File: src/rtl/text_buf_ctrl_if.sv
// Request channel between a message requester and text_buf_ctrl.
// Handshake: the requester raises req with msg_id and holds both until it sees
// ack, a one-cycle pulse on which msg_id is captured. busy covers the update
// and falls together with the one-cycle done pulse.
interface text_buf_ctrl_if;
  logic       req;
  logic [3:0] msg_id;
  logic       ack;
  logic       busy;
  logic       done;

  modport master (output req, output msg_id, input ack, input busy, input done);
  modport slave  (input req, input msg_id, output ack, output busy, output done);
endinterface

File: src/rtl/text_buf_ctrl.sv
// Text-overlay sequencer: blanks the character buffer, copies one ROM message
// into it and re-enables the drawing stage on the next vertical-blank rise.
module text_buf_ctrl #(
  parameter int         COLS       = 25,
  parameter int         ROWS       = 7,
  parameter int         MSG_LEN    = 64,
  parameter int         BLANK_ID   = 15,
  parameter logic [6:0] SPACE_CODE = 7'h20
) (
  input  logic             clk,
  input  logic             rst,
  text_buf_ctrl_if.slave   ctrl,
  input  logic             vblnk_in,
  output logic [9:0]       msg_rom_addr,
  input  logic [7:0]       msg_rom_data,
  output logic             buf_we,
  output logic [9:0]       buf_addr,
  output logic [6:0]       buf_data,
  output logic             text_enable,
  output logic [2:0]       state_dbg
);

  localparam logic [2:0] IDLE     = 3'd0;
  localparam logic [2:0] CLEAR    = 3'd1;
  localparam logic [2:0] FETCH    = 3'd2;
  localparam logic [2:0] PROC     = 3'd3;
  localparam logic [2:0] WAIT_VBL = 3'd4;

  localparam logic [4:0] LAST_COL = 5'(COLS - 1);
  localparam logic [4:0] LAST_ROW = 5'(ROWS - 1);
  localparam logic [4:0] ROW_END  = 5'(ROWS);
  localparam logic [5:0] LAST_IDX = 6'(MSG_LEN - 1);
  localparam logic [3:0] BLANK    = 4'(BLANK_ID);

  logic [2:0] state;
  logic [3:0] id;
  logic [4:0] row, col;
  logic [4:0] row_n, col_n;
  logic [5:0] idx;
  logic       blank, vblnk_d, busy_q, done_q, te_q;
  logic       is_term, is_nl, vbl_rise;

  assign is_term  = (msg_rom_data == 8'h00);
  assign is_nl    = (msg_rom_data == 8'h0A);
  assign vbl_rise = vblnk_in & ~vblnk_d;

  // ack is combinational so msg_id is captured in the same cycle it is acknowledged
  assign ctrl.ack     = (state == IDLE) & ctrl.req & ~rst;
  assign ctrl.busy    = busy_q;
  assign ctrl.done    = done_q;
  assign text_enable  = te_q;
  assign state_dbg    = state;
  assign msg_rom_addr = {id, idx};
  assign buf_addr     = {row, col};
  assign buf_we       = (state == CLEAR) | ((state == PROC) & ~is_term & ~is_nl);

  always_comb begin
    buf_data = 7'd0;
    if (state == CLEAR)     buf_data = SPACE_CODE;
    else if (state == PROC) buf_data = msg_rom_data[6:0];
  end

  // cursor position after consuming the current (non-terminator) character
  always_comb begin
    row_n = row;
    col_n = col;
    if (is_nl) begin
      row_n = row + 5'd1;
      col_n = 5'd0;
    end else if (col == LAST_COL) begin
      row_n = row + 5'd1;
      col_n = 5'd0;
    end else begin
      col_n = col + 5'd1;
    end
  end

  always_ff @(posedge clk) begin
    if (rst) begin
      state   <= IDLE;
      id      <= 4'd0;
      row     <= 5'd0;
      col     <= 5'd0;
      idx     <= 6'd0;
      blank   <= 1'b0;
      vblnk_d <= 1'b0;
      busy_q  <= 1'b0;
      done_q  <= 1'b0;
      te_q    <= 1'b0;
    end else begin
      vblnk_d <= vblnk_in;
      done_q  <= 1'b0;
      case (state)
        IDLE: begin
          if (ctrl.ack) begin
            id     <= ctrl.msg_id;
            busy_q <= 1'b1;
            te_q   <= 1'b0;
            row    <= 5'd0;
            col    <= 5'd0;
            state  <= CLEAR;
          end
        end
        CLEAR: begin
          if (col == LAST_COL) begin
            col <= 5'd0;
            if (row == LAST_ROW) begin
              row <= 5'd0;
              idx <= 6'd0;
              if (id == BLANK) begin
                blank <= 1'b1;
                state <= WAIT_VBL;
              end else begin
                blank <= 1'b0;
                state <= FETCH;
              end
            end else begin
              row <= row + 5'd1;
            end
          end else begin
            col <= col + 5'd1;
          end
        end
        FETCH: state <= PROC;
        PROC: begin
          if (is_term) begin
            state <= WAIT_VBL;
          end else begin
            row <= row_n;
            col <= col_n;
            // running off the bottom of the box drops the rest of the message
            if (row_n == ROW_END || idx == LAST_IDX) begin
              state <= WAIT_VBL;
            end else begin
              idx   <= idx + 6'd1;
              state <= FETCH;
            end
          end
        end
        WAIT_VBL: begin
          if (vbl_rise) begin
            te_q   <= ~blank;
            done_q <= 1'b1;
            busy_q <= 1'b0;
            state  <= IDLE;
          end
        end
        default: state <= IDLE;
      endcase
    end
  end

endmodule

File: src/flat_wrapper.sv
// flat-port wrapper written by rule: the top's interface ports become plain ports
module text_buf_ctrl_flat 
#(
  parameter int         COLS       = 25,
  parameter int         ROWS       = 7,
  parameter int         MSG_LEN    = 64,
  parameter int         BLANK_ID   = 15,
  parameter logic [6:0] SPACE_CODE = 7'h20
)
  (clk, rst, vblnk_in, msg_rom_addr, msg_rom_data, buf_we, buf_addr, buf_data, text_enable, state_dbg, ctrl_req, ctrl_msg_id, ctrl_ack, ctrl_busy, ctrl_done);
  text_buf_ctrl_if ctrl_i ();
  input  logic clk;
  input  logic rst;
  input  logic vblnk_in;
  output logic [9:0] msg_rom_addr;
  input  logic [7:0] msg_rom_data;
  output logic buf_we;
  output logic [9:0] buf_addr;
  output logic [6:0] buf_data;
  output logic text_enable;
  output logic [2:0] state_dbg;
  input wire logic [$bits(ctrl_i.req)-1:0] ctrl_req;
  input wire logic [$bits(ctrl_i.msg_id)-1:0] ctrl_msg_id;
  output wire logic [$bits(ctrl_i.ack)-1:0] ctrl_ack;
  output wire logic [$bits(ctrl_i.busy)-1:0] ctrl_busy;
  output wire logic [$bits(ctrl_i.done)-1:0] ctrl_done;
  assign ctrl_i.req = ctrl_req;
  assign ctrl_i.msg_id = ctrl_msg_id;
  assign ctrl_ack = ctrl_i.ack;
  assign ctrl_busy = ctrl_i.busy;
  assign ctrl_done = ctrl_i.done;
  text_buf_ctrl #(.COLS(COLS), .ROWS(ROWS), .MSG_LEN(MSG_LEN), .BLANK_ID(BLANK_ID), .SPACE_CODE(SPACE_CODE)) u_core (.clk(clk), .rst(rst), .ctrl(ctrl_i), .vblnk_in(vblnk_in), .msg_rom_addr(msg_rom_addr), .msg_rom_data(msg_rom_data), .buf_we(buf_we), .buf_addr(buf_addr), .buf_data(buf_data), .text_enable(text_enable), .state_dbg(state_dbg));
endmodule
File: config.mk
export PLATFORM = sky130hd
export DESIGN_NAME = text_buf_ctrl_flat
export DESIGN_NICKNAME = d
export VERILOG_FILES = /design/src/rtl/text_buf_ctrl_if.sv /design/src/rtl/text_buf_ctrl.sv /design/src/flat_wrapper.sv
export SDC_FILE = /design/constraint.sdc
export NUM_CORES = 1
export LEC_CHECK = 0
export ABC_AREA = 1
export CAP_MARGIN = 20
export CORE_ASPECT_RATIO = 0.5
export CORE_MARGIN = 2
export CORE_UTILIZATION = 44
export CTS_CLUSTER_DIAMETER = 200
export DETAILED_ROUTE_END_ITERATION = 10
export PLACE_DENSITY = 0.74
export SYNTH_ARGS = -nofsm -noshare
export SYNTH_HDL_FRONTEND = slang
export SYNTH_SLANG_ARGS = --single-unit
File: constraint.sdc
create_clock -name clk -period 2.7 [get_ports clk]
set_clock_uncertainty 0.1 [all_clocks]
set_input_delay 0.27 -clock clk [delete_from_list [all_inputs] [get_ports clk]]
set_output_delay 0.27 -clock clk [all_outputs]
set_load 0.02 [all_outputs]
==> results of run 1 <==
## worst max-delay path: cells and delay by family, from the launching register on
family	cells	cell delay, ns
buffers and inverters	3	0.78
flip-flops	1	0.44
AO/OA/AOI/OAI	1	0.16
AND/OR/NAND/NOR	3	0.41
## where the power goes
group          leakage, uW  total (uW)  internal (uW)  switching, uW
Sequential        0.000228         466            438           28.1
Combinational     0.000830         313            129            184
Clock            0.0000288         260            131            129
Total              0.00109        1040            698            341
## flip-flops by register name (all words and copies together) (netlist names)
signal and flops:
u_core.vblnk_d 1, u_core.idx 6, u_core.col 5, u_core.blank 1, u_core.state_dbg 3, u_core.text_enable 1, u_core.id 4, u_core.ctrl.done 1
u_core.ctrl.busy 1, u_core.row 5
## stage by stage
stage / hold slack, ns / instance area, um2
6_report: 0.340 / 2460
5_1_grt: 0.368 / 2460
4_1_cts: 0.338 / 2460
3_5_place_dp: 0.310 / 2400
3_3_place_gp: 0.318 / 2400
2_1_floorplan: 0.298 / 1840
## worst paths after layout
check	from	to	slack, ns	cells after the start
setup / recovery	u_core.state_dbg[0]	buf_we	0.27	7
hold / removal	u_core.vblnk_d	u_core.ctrl.done	0.34	1
setup reg to reg	u_core.row[0]	u_core.idx[3]	0.61	12
hold reg to reg	u_core.vblnk_d	u_core.ctrl.done	0.34	1
## synth_stat cells, drive strengths merged
master / instances / share of area [%]
a21oi: 19 / 6.6
or2: 1 / 0.34
ha: 5 / 3.4
nand3: 13 / 3.5
buf: 2 / 0.41
o211ai: 2 / 0.82
nor3: 4 / 1.1
nand4: 4 / 1.4
a32o: 1 / 0.54
a211oi: 3 / 1.2
clkbuf: 1 / 0.20
nor4: 1 / 0.34
nand2: 75 / 19
nor2: 43 / 13
nor3b: 2 / 1.4
inv: 42 / 9.0
dfxtp: 28 / 31
o22ai: 5 / 1.7
xor2: 6 / 2.9
o21ai: 10 / 2.9
## kinds of logic (layout without fill, tap and decap cells)
family / after synthesis / in the layout
buffers and inverters: 45 / 97
AO/OA/AOI/OAI: 40 / 40
AND/OR/NAND/NOR: 143 / 143
adder cells (fa/ha/maj): 5 / 5
flip-flops: 28 / 28
XOR/XNOR: 6 / 6
## area by class of cell
cell class	instances	share of cell area, %
well taps	54	2.75
inverters	42	6.72
repair buffers	51	20.7
clock buffers	4	2.24
multi-input cells	194	44.8
flip-flops and latches	28	22.8
## layer usage
| metal | part of all wire [%] | GRT usage, % |
|---|---|---|
| met1 | 51 | 27.5 |
| met3 | 4.7 | 3.98 |
| met5 | 0 | 0 |
| met4 | 0.64 | 3.81 |
| met2 | 44 | 29.2 |
## cell usage in the layout, fill, tap and decap left out, types with 2 or more instances in the layout
| master | n |
|---|---|
| nand2_1 | 64 |
| clkdlybuf4s50_1 | 50 |
| nor2_1 | 33 |
| inv_1 | 31 |
| dfxtp_1 | 28 |
| a21oi_1 | 14 |
| nand3_1 | 13 |
| inv_2 | 8 |
| o21ai_0 | 7 |
| nor2_4 | 6 |
| nand2_4 | 6 |
| xor2_1 | 6 |
| o22ai_1 | 5 |
| ha_1 | 5 |
| nand2_2 | 4 |
| nor3_1 | 4 |
| nand4_1 | 4 |
| a21oi_2 | 4 |
| clkbuf_8 | 4 |
| inv_4 | 3 |
| nor2_2 | 3 |
| a211oi_1 | 3 |
| o211ai_1 | 2 |
| o21ai_1 | 2 |
| nor3b_2 | 2 |
==> results by group, run 1 <==
Timing
  • Period utilization: 90.2%
  • RSZ-0062 raised after global routing: false
  • Slew Viols, Final: 0
  • Rel. slew slack: 77.6%
  • Slew at the pin with the worst max-slew slack: 0.335 ns
  • Final min period: 2.43 ns
  • Endpoints failing setup: 0
  • Sum Neg Setup Slack: 0 ns
  • Fmax: 411 MHz
  • Setup WS post-layout: 0.266 ns
  • Final Hold Fails: 0

Setup path
  • Cell mode on critical path: inv_2
  • Crit-path cells: inv_2, nor2_1, inv_2, nor2_8, nand2_1, o21ai_0, clkdlybuf4s50_1
  • Critical Path RT: 2.33 ns
  • Crit path max fanout: 5
  • CP endpoint kind: primary output
  • Startpoint types: register
  • Slowest CP cell: clkdlybuf4s50_1
  • Crit path arrival time: 2.06 ns
  • Slowest cell delay on critical path: 0.63 ns
  • Crit Path Class: register to primary output

Yosys
  • Mapped Cells: 267
  • Synth Area in Adders: 3.41%
  • Synthesis Warnings: 0
  • Post-synthesis sequential element count: 28
  • Count of cell types in the netlist: 32
  • Simple-gate area share of the yosys netlist: 39.8%
  • Post-synthesis sequential area ratio: 30.5%
  • Mux share of post-synthesis cell area: 0%
  • Syn_nets: 288
  • Synth Area in Compound Gates: 13.8%
  • Avg Cell Area, Syn: 6.88 um2
  • Synth Cell Area: 0.00184 mm2
  • Largest family of logic cells by synthesized area: simple AND/OR/NAND/NOR gates
  • Post-Synth XOR/XNOR Area: 2.86%

Layout
  • Sequential cell area: 561 um2
  • Final Net Count: 341
  • Final cell count without fillers: 373
  • Fill count: 349
  • Final design utilization: 62.3%
  • Area Growth Syn to Fin: 33.7%
  • Antenna cells: 0
  • Share of cells above drive strength 1: 14.4%
  • Area occupied by multi-input gates: 0.00110 mm2

Placement
  • Placed Instances: 369
  • Final GP Congestion: 0.877
  • Setup WS pre-CTS: 0.362 ns
  • Port-buffer cells: 50
  • Detailed Place HPWL: 3330 um

CTS
  • CTS root buf: clkbuf_8
  • PostCTS Resize Cnt: 0
  • Max H-tree Level: 1
  • Clock slew at reported path FFs: 0.09 ns
  • CTS Hold Bufs: 0
  • CTS tree: done
  • Clock tree buffer depth: 2
  • Clock buffer count from CTS: 3
  • # Post-CTS Setup Buffers: 0
  • CTS sink count: 28
  • Worst-skew pair later-pin latency: 0.27 ns

Job
  • Max-cap viol count: 0

Drt
  • Avg WL per Cell: 11.3 um
  • # DRC: 0
  • Total number of vias: 1,815
  • DRT Pass-1 Iters: 4
  • Initial DRC count: 65
  • Remaining antenna violation count: 0
  • Number of vias per cell: 4.87
  • Drt total wl: 4220 um

Worst hold path
  • Worst hold path class: register to register

GRT
  • GRT overflow: 0
  • Largest net degree at the start of global routing: 20
  • Initial antenna violation count: 0
  • Number of global-route vias before repair: 1,621
  • Total track usage: 19.0%
  • First-pass GRT wire length: 7200 um

Power
  • Power, Total: 1040 uW
  • Leak: 0.00109 uW
  • Max rail drop VDD: 0.234 mV
  • PD cells: 423 mW/mm2

Floorplan
  • Starting Density: 46.6%
  • Site row count: 16
  • Core area: 0.00394 mm2
  • Die Ht: 49.7 um
  • Die W: 95.4 um
  • I/O pins: 51
  • Die ar.: 0.00474 mm2

Status
  • Run status: completed
(Power assumes the default switching activity.)
==> inputs of run 2 (changes only) <==
--- a/config.mk
+++ b/config.mk
@@ -10,8 +10,10 @@
 export CORE_ASPECT_RATIO = 0.5
 export CORE_MARGIN = 2
 export CORE_UTILIZATION = 44
+export CTS_BUF_LIST = sky130_fd_sc_hd__clkbuf_4 sky130_fd_sc_hd__clkbuf_8
 export CTS_CLUSTER_DIAMETER = 200
 export DETAILED_ROUTE_END_ITERATION = 10
+export HOLD_SLACK_MARGIN = 0.02
 export PLACE_DENSITY = 0.74
 export SYNTH_ARGS = -nofsm -noshare
 export SYNTH_HDL_FRONTEND = slang
==> results of run 2 <==
Same layout as run 1: the final DEF is identical, and so are final timing and power.
